==> src/rtl/routing_config_loader.sv <==
// Serial configuration loader: accepts words over valid/ready and shifts them LSB first
// onto the routing fabric's config chain, pulsing cfg_commit after exactly CHAIN_LEN bits.
module routing_config_loader #(
  parameter int CHAIN_LEN = 64,
  parameter int WORD_W    = 8,
  parameter int CNT_W     = $clog2(CHAIN_LEN + 1)
) (
  input  logic              clk,
  input  logic              rst,
  input  logic              start,
  input  logic [WORD_W-1:0] cfg_data,
  input  logic              cfg_valid,
  output logic              cfg_ready,
  output logic              shift_en,
  output logic              shift_out,
  output logic              cfg_commit,
  output logic              busy,
  output logic [CNT_W-1:0]  bit_count
);

  localparam int LEFT_W = $clog2(WORD_W + 1);

  typedef enum logic [1:0] {IDLE, LOAD, SHIFT, COMMIT} state_t;

  state_t              state, state_n;
  logic [WORD_W-1:0]   word, word_n;
  logic [LEFT_W-1:0]   bits_left, bits_left_n;
  logic [CNT_W-1:0]    bit_count_n;
  logic                cfg_ready_n, shift_en_n, shift_out_n, cfg_commit_n, busy_n;
  logic [31:0]         remain;
  logic [LEFT_W-1:0]   take;

  always_ff @(posedge clk) begin
    if (rst) begin
      state      <= IDLE;
      word       <= '0;
      bits_left  <= '0;
      bit_count  <= '0;
      cfg_ready  <= 1'b0;
      shift_en   <= 1'b0;
      shift_out  <= 1'b0;
      cfg_commit <= 1'b0;
      busy       <= 1'b0;
    end else begin
      state      <= state_n;
      word       <= word_n;
      bits_left  <= bits_left_n;
      bit_count  <= bit_count_n;
      cfg_ready  <= cfg_ready_n;
      shift_en   <= shift_en_n;
      shift_out  <= shift_out_n;
      cfg_commit <= cfg_commit_n;
      busy       <= busy_n;
    end
  end

  // Bits still owed to the chain, clipped to one word; only the final word can be partial.
  always_comb begin
    remain = 32'(CHAIN_LEN) - 32'(bit_count);
    take   = (remain < 32'(WORD_W)) ? LEFT_W'(remain) : LEFT_W'(WORD_W);
  end

  // Outputs are computed one cycle ahead so every port comes straight from a flop.
  always_comb begin
    state_n      = state;
    word_n       = word;
    bits_left_n  = bits_left;
    bit_count_n  = bit_count;
    cfg_ready_n  = 1'b0;
    shift_en_n   = 1'b0;
    shift_out_n  = 1'b0;
    cfg_commit_n = 1'b0;
    busy_n       = busy;

    unique case (state)
      IDLE: begin
        if (start) begin
          state_n     = LOAD;
          bit_count_n = '0;
          busy_n      = 1'b1;
          cfg_ready_n = 1'b1;
        end
      end
      LOAD: begin
        cfg_ready_n = 1'b1;
        if (cfg_valid && cfg_ready) begin
          state_n     = SHIFT;
          cfg_ready_n = 1'b0;
          shift_en_n  = 1'b1;
          shift_out_n = cfg_data[0];
          word_n      = cfg_data >> 1;
          bits_left_n = take;
        end
      end
      SHIFT: begin
        bit_count_n = bit_count + 1'b1;
        bits_left_n = bits_left - 1'b1;
        if (bits_left == LEFT_W'(1)) begin
          if (bit_count == CNT_W'(CHAIN_LEN - 1)) begin
            state_n      = COMMIT;
            cfg_commit_n = 1'b1;
          end else begin
            state_n     = LOAD;
            cfg_ready_n = 1'b1;
          end
        end else begin
          shift_en_n  = 1'b1;
          shift_out_n = word[0];
          word_n      = word >> 1;
        end
      end
      COMMIT: begin
        state_n = IDLE;
        busy_n  = 1'b0;
      end
      default: state_n = IDLE;
    endcase
  end

endmodule

==> config.mk <==
export PLATFORM = sky130hd
export DESIGN_NAME = routing_config_loader
export DESIGN_NICKNAME = d
export VERILOG_FILES = /design/src/rtl/routing_config_loader.sv
export SDC_FILE = /design/constraint.sdc
export NUM_CORES = 1
export LEC_CHECK = 0
export BUFFER_PORTS_ARGS = -buffer_cell sky130_fd_sc_hd__buf_2
export CAP_MARGIN = 30
export CORE_MARGIN = 1.5
export CORE_UTILIZATION = 59
export CTS_CLUSTER_DIAMETER = 30
export DETAILED_ROUTE_END_ITERATION = 12
export HOLD_SLACK_MARGIN = 0.02
export PLACE_DENSITY_LB_ADDON = 0.15
export SLEW_MARGIN = 20
export SYNTH_ARGS = -nofsm -noshare
export SYNTH_HDL_FRONTEND = slang
export SYNTH_SLANG_ARGS = --single-unit
==> constraint.sdc <==
create_clock -name clk -period 4.95 [get_ports clk]
set_input_delay 0.495 -clock clk [delete_from_list [all_inputs] [get_ports clk]]
set_output_delay 0.495 -clock clk [all_outputs]
set_load 0.005 [all_outputs]
# ---- Word level (Yosys, flattened, before mapping)
# Index checks and enable logic that the tools add are counted.
dict set report classes {
  n_addsub 3
  magnitude_cmp 1
  bitwise_logic 2
  n_mux 27
  n_reduce_logical 11
  eq_ne 9
}
# operator count
set ops {}
lappend ops {{$lt 32x4->1 const B} 1}
lappend ops {{$mux 8} 2}
lappend ops {{$pmux 8 s2} 1}
lappend ops {{$pmux 7 s2} 1}
lappend ops {{$mux 1} 10}
lappend ops {{$mux 2} 4}
lappend ops {{$mux 4} 2}
lappend ops {{$ne 2x2->1 const B} 4}
lappend ops {{$pmux 2 s4} 1}
lappend ops {{$pmux 4 s2} 1}
lappend ops {{$sub 7x7->8 const A} 1}
lappend ops {{$add 7x1->7 const B} 1}
lappend ops {{$eq 7x6->1 const B} 1}
lappend ops {{$mux 7} 1}
lappend ops {{$pmux 1 s2} 3}
lappend ops {{$reduce_and 2->1} 3}
lappend ops {{$reduce_and 3->1} 2}
lappend ops {{$reduce_bool 2->1} 3}
lappend ops {{$eq 2x2->1 const B} 2}
lappend ops {{$eq 4x1->1 const B} 1}
lappend ops {{$sub 4x1->4 const B} 1}
lappend ops {{$pmux 1 s3} 1}
lappend ops {{$reduce_or 3->1} 1}
lappend ops {{$eq 2x1->1 const B} 1}
lappend ops {{other kinds (3)} 4}
dict set report totals {
  ff_bits 26
  out_inout_bits 12
  wordCells 62
}

# ---- Longest topological paths before layout
# Gate-level depths: netlist of the first run.
dict set report depth {
  word_depth 5
  mapped_depth 7
  mapped_depth_nobuf 6
}

# ---- Least setup slack after synthesis of the first run
# Ideal clock, no wire load.
dict set report synth_path {
  path_kind {register to register}
  from {reg bit_count[0]}
  to {reg bits_left[3]}
  required_time_ns 4.831
  path_slack_ns 3.060
  t_arrival_ns 1.772
  stages_incl_launch_ff 7
  path_cell_list {dfxtp_1 > inv_1 > ha_1 > nor4bb_1 > a211o_1 > a2111o_1 > o221a_2}
}
dict set report synth_via {
  elab_chain_len 5
}
# item line
set synth_lines {}
lappend synth_lines {{from (decl)} 18} ;# output logic [CNT_W-1:0] bit_count
lappend synth_lines {{from (signal assigned)} 48} ;# bit_count <= bit_count_n;
lappend synth_lines {{$sub 7x7->8 *} 59} ;# remain = 32'(CHAIN_LEN) - 32'(bit_count);
lappend synth_lines {{$lt 32x4->1} 60} ;# take = (remain < 32'(WORD_W)) ? LEFT_W'(remain) : LEFT_W'(WORD_W);
lappend synth_lines {{$mux 4 *} 60}
lappend synth_lines {{$mux 4 *} 86} ;# if (cfg_valid && cfg_ready) begin
lappend synth_lines {{$pmux 4 s2 *} 75} ;# unique case (state)
lappend synth_lines {{to (signal assigned)} 47} ;# bits_left <= bits_left_n;
lappend synth_lines {{to (decl)} 27} ;# logic [LEFT_W-1:0] bits_left, bits_left_n;
# Mark *: on every way between the ends. The rest lies on a longest branch, timed or not. The select of a mux whose other input is x is not followed.
# A chain may end at the register's enable or synchronous reset.

# ---- Final worst setup path of the first run
dict set report layout_path {
  from {reg state[0]}
  to {reg bit_count[6]}
}
dict set report layout_via {
  elab_chain_len 3
  elab_cells_between_ends 6
  classes_between {eq/ne: 2; mux: 1; reduce/logical: 3}
}
# item line
set layout_lines {}
lappend layout_lines {{from (decl)} 25} ;# state_t state, state_n;
lappend layout_lines {{from (signal assigned)} 45} ;# state <= state_n;
lappend layout_lines {{$eq 2x2->1 / $logic_not 2->1 (equally long branches)} 75}
lappend layout_lines {{$reduce_bool 2->1 (no source line) / $ne 2x2->1 (equally long branches)} -}
lappend layout_lines {{$reduce_and 2->1 (no source line)} -}
# Several ways; a longest one is shown, not always the timed one.

==> results_dict.tcl, run 1 <==
set metrics [dict create \
    outcome "complete, no violations" \
    wirelength_microns 3170 \
    cts_tree "yes" \
    synth_seq_cells 25 \
    drc 0 \
    place_inst 206 \
    power.total_mw 0.661 \
    grt_remaining_overflow 0 \
    criticalPathCategory "reg2reg" \
    fin_area_sq_um 1550 \
    vias_per_cell 6.12 \
    fin_crit_sh_pct 47.1 \
    cts.repair.resized 0 \
    synth_top_area_share_pct 35.7 \
    cts_hold_buffers 0 \
    io_buffers 23 \
    vias 1285 \
    cts_made_buffers 3 \
    ys_top_cells_by_area "dfxtp_1 36%, ha_1 7.1%, mux2i_1 5.7%" \
    grt_pass1_vias 1196 \
    post-place-ws_ps 2660 \
    rsz0062_at_grt "false" \
    clockRootBuffer "clkbuf_4" \
    min_from "cfg_data[0]" \
    syn_area_sq_um 1400 \
    fp.coreArea_sq_um 2230 \
    antenna_found_initial 0 \
    synthFlopType "dfxtp_1" \
    syn_inst 161 \
    start_kind "register" \
    critical_path_required_ps 5180 \
    hold_path_class "in2reg" \
    peakVddDrop_mv 0.385 \
    cts_setup_buffers 0 \
    drt_first_iter_violations 46 \
    pin_count 24 \
    synth_seq_area_share_pct 35.7 \
    htree_levels 1 \
    initial_core_util_pct 62.9 \
    place_area_sq_um 1520 \
    clockBufferDepth 2 \
    avgRoutedWirePerCell_microns 15.1 \
    grt_pass1_wl_microns 5290 \
    clkSlewWorstSetupHoldPaths_ps 140 \
    synth.avg_cell_area_sq_um 8.72 \
    first_pass_iters 4 \
    ant_nets 0 \
    r2r_start "state[0]$_SDFFE_PP0P_" \
    powerDensity_nw_per_um2 426 \
    row_count 17 \
    insertion_delay_ps 320 \
    layout.cells.most_common_list "25 x dfxtp_1, 23 x buf_2, 15 x nor2_1" \
    cts.sink_count 25 \
    critPathMaxFanout 22 \
    place_congestion 0.866 \
    synth_edf_count 0 \
    critPathLaunch "state[0]$_SDFFE_PP0P_" \
    fp.dieH_microns 51.8 \
    cp.arrival_ps 2560 \
    dieArea_sq_um 2680 \
    synthArstFlopShare_pct 0 \
    min_period_ps 2330 \
    synth_nets 181 \
    max_freq_ghz 0.429 \
    setup_violations 0 \
    place_hpwl_microns 2340 \
    track_usage_pct 25.9 \
    yosysTopAreaCell "dfxtp_1" \
    nNetsFinal 203 \
    synthToLayoutAreaGrowth_pct 10.4 \
    drive_gt1_share_pct 18.1 \
    grt_max_degree 23 \
    hold_viol_final 0 \
    finalSetupTns_ps 0 \
    die_w_microns 51.8 \
    synthDistinctLibCells 44 \
    maxSlewHeadroom_pct 38.6 \
    fin_skew_ps 4.70 \
    slew_violations 0 \
    final_common_cell "dfxtp_1" \
    crit_path_end_kind "register" \
    synth_warnings 0 \
    fin_ws_ps 2620 \
    antennaDiodeCount 0 \
    leakage_nw 0.600 \
    worst_pin_slew_ps 920 \
    drv_cap 0 \
    finalNonFillerCells 210 \
]
==> power breakdown <==
group          leakage [nW]  internal, mW  switching [mW]
Clock                0.0177        0.0303          0.0636
Sequential            0.204         0.247          0.0335
Combinational         0.378         0.120           0.165
Total                 0.600         0.398           0.263
==> per-stage QoR <==
stage,hold slack (ps),utilization [%]
floorplan,445,-
global placement,458,68.2
detailed placement,492,68.2
CTS,400,69.4
global route,398,69.4
finish,398,69.4
==> synth_stat cells (2+ instances only) <==
library cell and count:
dfxtp_1 25, nor2_1 15, inv_1 12, a21oi_1 8
ha_1 8, mux2i_1 8, nand2_1 8, a211oi_1 7
nand2b_1 7, nand3_1 5, nor3_1 5, o21ai_0 5
a32oi_1 3, clkbuf_1 3, or3_1 3, xnor2_1 3
a211o_1 2, a22oi_1 2, and2_1 2, and3_1 2
nand4_1 2, nor4_1 2, o21a_1 2, xor2_1 2
==> routing by layer <==
metal,share of wire (%),GRT usage [%],up-vias
met4,0.85,5.26,0
met2,50,45.1,38
met1,44,34.4,614
li1,-,-,629
met5,0,0,-
met3,4.6,3.45,4
==> registers in the layout (all words and copies together), names as in the netlist <==
name	cells
bits_left	4
state	2
busy	1
word	7
shift_out	1
shift_en	1
cfg_ready	1
cfg_commit	1
bit_count	7
==> worst max-delay path, stage by stage (launching register included) <==
cell     delay, ps
dfxtp_1        390
inv_1          100
ha_1           530
mux2i_1        600
nor4_1          90
or3b_2         480
o41ai_1         70
==> logic make-up (layout without fill, tap and decap cells) <==
kind of cell / after synthesis / in the layout / synth area share [%]
flops: 25 / 25 / 35.7
xor+xnor: 5 / 5 / 3.12
compound gates: 40 / 40 / 20.8
buf+inv: 18 / 39 / 5.44
fa+ha+maj: 8 / 8 / 7.13
simple gates: 57 / 57 / 22.2
mux: 8 / 8 / 5.70
==> area by class of cell <==
type                       count  area [sq um]
clock buffer                   3          22.5
sequential                    25           500
multi-input combinational    118           827
tap                           28          35.0
timing repair buffer          23           115
inverter                      12          45.0
clock inverter                 1          5.00
fill                         203           683
==> worst paths after layout <==
| path | cells past startpoint | slack [ps] | end |
|---|---|---|---|
| worst max register to register | 6 | 2620 | bit_count[6]$_SDFFE_PP0P_ |
| worst min-delay path | 3 | 400 | shift_out$_SDFF_PP0_ |
| worst max-delay path | 6 | 2620 | bit_count[6]$_SDFFE_PP0P_ |
| worst min register to register | 2 | 500 | word[6]$_SDFFE_PP0P_ |
Power figures use the tool's default switching activity.
==> inputs of run 2 (changes only) <==
--- a/config.mk
+++ b/config.mk
@@ -8,7 +8,7 @@
 export BUFFER_PORTS_ARGS = -buffer_cell sky130_fd_sc_hd__buf_2
 export CAP_MARGIN = 30
 export CORE_MARGIN = 1.5
-export CORE_UTILIZATION = 59
+export CORE_UTILIZATION = 55
 export CTS_CLUSTER_DIAMETER = 30
 export DETAILED_ROUTE_END_ITERATION = 12
 export HOLD_SLACK_MARGIN = 0.02
==> constraint.sdc (replaced) <==
create_clock -name clk -period 2.4 [get_ports clk]
set_input_delay 0.24 -clock clk [delete_from_list [all_inputs] [get_ports clk]]
set_output_delay 0.24 -clock clk [all_outputs]
set_load 0.005 [all_outputs]
==> run 2 against run 1 <==
Compared with the run above:
- cell count increased by 1.4%
- clock power increased by 100%
- global-route usage decreased by 2.1 points
- worst setup slack got worse by 2300 ps
- core utilization decreased by 5.8 points
- critical path depth unchanged
- clock-buffer cell count unchanged
- sequential power increased by 110%
- non-clock buffer count increased by 1
- critical path type unchanged
- largest cell class unchanged
==> results_dict.tcl, run 2 (synthesized netlist as in run 1, its figures left out) <==
set metrics [dict create \
    outcome "complete, no violations" \
    drt_first_iter_violations 32 \
    max_freq_ghz 0.474 \
    drive_gt1_share_pct 18.6 \
    reg_top3 "bit_count: 7 flops, word: 7 flops, bits_left: 4 flops" \
    cts.sink_count 25 \
    reg2reg_slack_ps 290 \
    maxSlewHeadroom_pct 62.0 \
    clockRootBuffer "clkbuf_4" \
    grt_remaining_overflow 0 \
    hold_viol_final 0 \
    critical_path_required_ps 2620 \
    leakage_nw 0.602 \
    criticalPathCategory "reg2reg" \
    fill_cells 226 \
    combPwrFrac_pct 43.1 \
    cts_setup_buffers 0 \
    fin_crit_sh_pct 87.9 \
    fp.coreArea_sq_um 2450 \
    hold_slack_ps 145 \
    multiInputGateArea_sq_um 827 \
    r2r_start "state[0]$_SDFFE_PP0P_" \
    first_pass_iters 4 \
    cts_made_buffers 3 \
    fin_ws_ps 291 \
    finalSetupTns_ps 0 \
    vias 1266 \
    row_count 18 \
    nNetsFinal 204 \
    cp.arrival_ps 2330 \
    die_w_microns 53.5 \
    layout.cells.most_common_list "25 x dfxtp_1, 23 x buf_2, 15 x nor2_1" \
    post-place-ws_ps 359 \
    crit_slowest_cell "mux2i_1" \
    synthToLayoutAreaGrowth_pct 11.3 \
    fp.dieH_microns 53.5 \
    worstPathCellList "inv_1 > ha_1 > mux2i_1 > nor4_1 > or3b_2 > o41ai_1" \
    r2r-end "bit_count[6]$_SDFFE_PP0P_" \
    grt_pass1_wl_microns 4970 \
    initial_core_util_pct 57.2 \
    fin_skew_ps 14.3 \
    cts_tree "yes" \
    min_from "cfg_data[0]" \
    critPathMaxFanout 13 \
    crit_path_end_kind "register" \
    vias_per_cell 5.94 \
    hold_path_end "shift_out$_SDFF_PP0_" \
    setup_violations 0 \
    grt_max_degree 22 \
    antennaDiodeCount 0 \
    rsz0062_at_grt "false" \
    seqCellArea_sq_um 500 \
    start_kind "register" \
    p_clk_share_pct 14.1 \
    powerDensity_nw_per_um2 871 \
    cts.repair.resized 0 \
    place_hpwl_microns 2320 \
    grt_pass1_vias 1086 \
    dieArea_sq_um 2860 \
    drv_cap 0 \
    place_congestion 0.865 \
    avgRoutedWirePerCell_microns 14.4 \
    antenna_found_initial 0 \
    p_switching_mw 0.536 \
    slew_violations 0 \
    critPathMaxStageDelay_ps 500 \
    worst_pin_slew_ps 555 \
    holdPathStages 3 \
    pin_count 24 \
    track_usage_pct 23.9 \
    swShare_pct 39.4 \
    final_common_cell "dfxtp_1" \
    wirelength_microns 3070 \
    cts_hold_buffers 0 \
    power_frac_seq_pct 42.8 \
    peakVddDrop_mv 0.682 \
    r2r_cells 6 \
    htree_levels 1 \
    insertion_delay_ps 330 \
    io_buffers 23 \
    p_int_mw 0.825 \
    power.total_mw 1.36 \
    clkSlewWorstSetupHoldPaths_ps 150 \
    min_period_ps 2110 \
    ant_nets 0 \
    hold_path_class "in2reg" \
    clockBufferDepth 2 \
    drc 0 \
]
==> run 2: worst max path at each step <==
stage / start / endpoint / slack (ps) / cells after the start
global route: state[0]$_SDFFE_PP0P_ / bit_count[6]$_SDFFE_PP0P_ / 140 / 6
detailed placement: state[0]$_SDFFE_PP0P_ / bit_count[6]$_SDFFE_PP0P_ / 360 / 6
global placement: bit_count[0]$_SDFFE_PP0P_ / bits_left[3]$_SDFFE_PP0P_ / 480 / 6
CTS: bit_count[0]$_SDFFE_PP0P_ / bits_left[3]$_SDFFE_PP0P_ / 310 / 6
finish: state[0]$_SDFFE_PP0P_ / bit_count[6]$_SDFFE_PP0P_ / 290 / 6
floorplan: bit_count[0]$_SDFFE_PP0P_ / bits_left[3]$_SDFFE_PP0P_ / 510 / 6
==> run 2: per-layer routing <==
| layer | global-route usage, % | wire [microns] | vias up |
|---|---|---|---|
| met1 | 33.8 | 1490 | 591 |
| li1 | - | - | 634 |
| met2 | 34.0 | 1370 | 31 |
| met3 | 3.39 | 114 | 10 |
| met5 | 0 | 0 | - |
| met4 | 14.1 | 95 | 0 |
==> run 2: stage by stage <==
step	util, %	cell area, sq um	instances
2_1_floorplan	-	1400	161
3_3_place_gp	62.4	1530	209
3_5_place_dp	62.4	1530	209
4_1_cts	63.7	1560	213
5_1_grt	63.7	1560	213
6_report	63.7	1560	213
==> run 2: area by class of cell <==
class / count / share of cell area, %
sequential: 25 / 32.0
inverter: 12 / 2.88
clock buffer: 3 / 1.44
clock inverter: 1 / 0.480
tap: 30 / 2.40
multi-input combinational: 118 / 52.9
timing repair buffer: 24 / 7.85
==> run 2: worst max-delay path: cells and delay by family (launching register included) <==
family,cells,cell delay [ps]
flops,1,390
fa+ha+maj,1,370
compound gates,1,80
simple gates,2,560
mux,1,500
buf+inv,1,100
==> run 2: power groups by stage <==
stage          registers [mW]  clock network (mW)  logic (mW)
2_1_floorplan           0.574                   0       0.465
3_3_place_gp            0.584                   0       0.570
3_5_place_dp            0.593                   0       0.584
4_1_cts                 0.582               0.204       0.587
5_1_grt                 0.593               0.212       0.666
6_report                0.582               0.192       0.587
==> inputs of run 3 (changes only) <==
--- a/config.mk
+++ b/config.mk
@@ -12,7 +12,8 @@
 export CTS_CLUSTER_DIAMETER = 30
 export DETAILED_ROUTE_END_ITERATION = 12
 export HOLD_SLACK_MARGIN = 0.02
-export PLACE_DENSITY_LB_ADDON = 0.15
+export MAX_ROUTING_LAYER = met4
+export PLACE_DENSITY = 0.82
 export SLEW_MARGIN = 20
 export SYNTH_ARGS = -nofsm -noshare
 export SYNTH_HDL_FRONTEND = slang
==> run 3 against run 2 <==
Compared with the run above:
- clock power hardly changed
- sequential power is essentially flat
- die area unchanged
- power grew 0.41%
- sequential share of layout area decreased by 0.15 points
- global-route usage shrank 1.0 points
- core utilization increased by 0.31 points
- final area up 0.48%
- via count shrank 0.32%
- largest power group unchanged
==> results_dict.tcl, run 3 (synthesized netlist as in run 1, its figures left out) <==
set metrics [dict create \
    outcome "complete, no violations" \
    holdPathStages 3 \
    io_buffers 23 \
    rsz0062_at_grt "false" \
    nNetsFinal 205 \
    finalSetupTns_ps 0 \
    grt_pass1_wl_microns 4680 \
    drv_cap 0 \
    cts.repair.resized 0 \
    clkSlewWorstSetupHoldPaths_ps 140 \
    fp.coreArea_sq_um 2450 \
    drt_first_iter_violations 40 \
    final_common_cell "dfxtp_1" \
    layout.cells.most_common_list "25 x dfxtp_1, 23 x buf_2, 15 x nor2_1" \
    slew_violations 0 \
    insertion_delay_ps 310 \
    leakage_nw 0.607 \
    critical_path_required_ps 2630 \
    crit_path_end_kind "register" \
    ant_nets 0 \
    wirelength_microns 3040 \
    place_hpwl_microns 2330 \
    worst_pin_slew_ps 612 \
    cts_tree "yes" \
    cts_hold_buffers 0 \
    antennaDiodeCount 0 \
    reg_top3 "bit_count: 7 flops, word: 7 flops, bits_left: 4 flops" \
    vias 1262 \
    drive_gt1_share_pct 19.0 \
    track_usage_pct 22.8 \
    row_count 18 \
    r2r_cells 6 \
    hold_viol_final 0 \
    antenna_found_initial 0 \
    die_w_microns 53.5 \
    grt_remaining_overflow 0 \
    fin_skew_ps 2.59 \
    synthToLayoutAreaGrowth_pct 11.9 \
    avgRoutedWirePerCell_microns 14.2 \
    drc 0 \
    grt_pass1_vias 1064 \
    setup_violations 0 \
    fill_cells 217 \
    clockRootBuffer "clkbuf_4" \
    layout.core_utilization_pct 64.0 \
    first_pass_iters 4 \
    fin_crit_sh_pct 85.0 \
    critPathMaxFanout 8 \
    fp.dieH_microns 53.5 \
    htree_levels 1 \
    clockBufferDepth 2 \
    initial_core_util_pct 57.2 \
    pin_count 24 \
    cp.arrival_ps 2270 \
    peakVddDrop_mv 0.671 \
    hold_path_class "in2reg" \
    grt_max_degree 22 \
    cts_setup_buffers 0 \
    cts.sink_count 25 \
    max_freq_ghz 0.490 \
    vias_per_cell 5.90 \
    place_congestion 0.943 \
    maxSlewHeadroom_pct 58.0 \
    cts_made_buffers 3 \
    dieArea_sq_um 2860 \
    criticalPathCategory "reg2reg" \
    powerDensity_nw_per_um2 871 \
    min_period_ps 2040 \
    start_kind "register" \
]
==> run 3: power breakdown <==
part | internal (mW) | total, mW | switching [mW]
Sequential | 0.510 | 0.580 | 0.0694
Combinational | 0.256 | 0.593 | 0.338
Clock | 0.0635 | 0.194 | 0.130
Total | 0.830 | 1.37 | 0.537
==> run 3: final timing paths <==
kind	startpoint	slack (ps)	to
max	state[0]$_SDFFE_PP0P_	360	bit_count[6]$_SDFFE_PP0P_
min	cfg_data[0]	160	shift_out$_SDFF_PP0_
min reg2reg	word[6]$_SDFFE_PP0P_	490	word[6]$_SDFFE_PP0P_
max reg2reg	state[0]$_SDFFE_PP0P_	360	bit_count[6]$_SDFFE_PP0P_
==> run 3: cell type report <==
class	instances	area, sq um	area share [%]
inverters	12	45.0	2.87
clock inverters	1	7.51	0.478
repair buffers	25	130	8.29
well taps	30	37.5	2.39
flip-flops and latches	25	500	31.9
clock buffers	3	22.5	1.43
multi-input cells	118	827	52.7
==> run 3: stage by stage <==
stage / hold WS (ps) / setup slack (ps) / instance area [sq um] / power, mW / std cells
after floorplan: 377 / 510 / 1400 / 1.04 / 161
after global placement: 464 / 442 / 1540 / 1.15 / 210
after detailed placement: 472 / 404 / 1540 / 1.17 / 210
after CTS: 162 / 350 / 1570 / 1.37 / 214
after global routing: 143 / 206 / 1570 / 1.47 / 214
final: 164 / 361 / 1570 / 1.37 / 214
==> run 3: worst max-delay path, cell delays in order (launching register included) <==
cell	delay, ps
dfxtp_1	360
inv_1	120
ha_1	280
mux2i_1	580
nor4_1	80
or3b_2	480
o41ai_1	70
==> run 3: metal layers <==
layer / up-vias / GRT usage [%] / share of wire (%)
li1: 633 / - / -
met1: 573 / 32.0 / 46
met2: 49 / 33.5 / 46
met3: 7 / 2.54 / 7.1
met4: 0 / 8.55 / 1.3
met5: - / - / 0
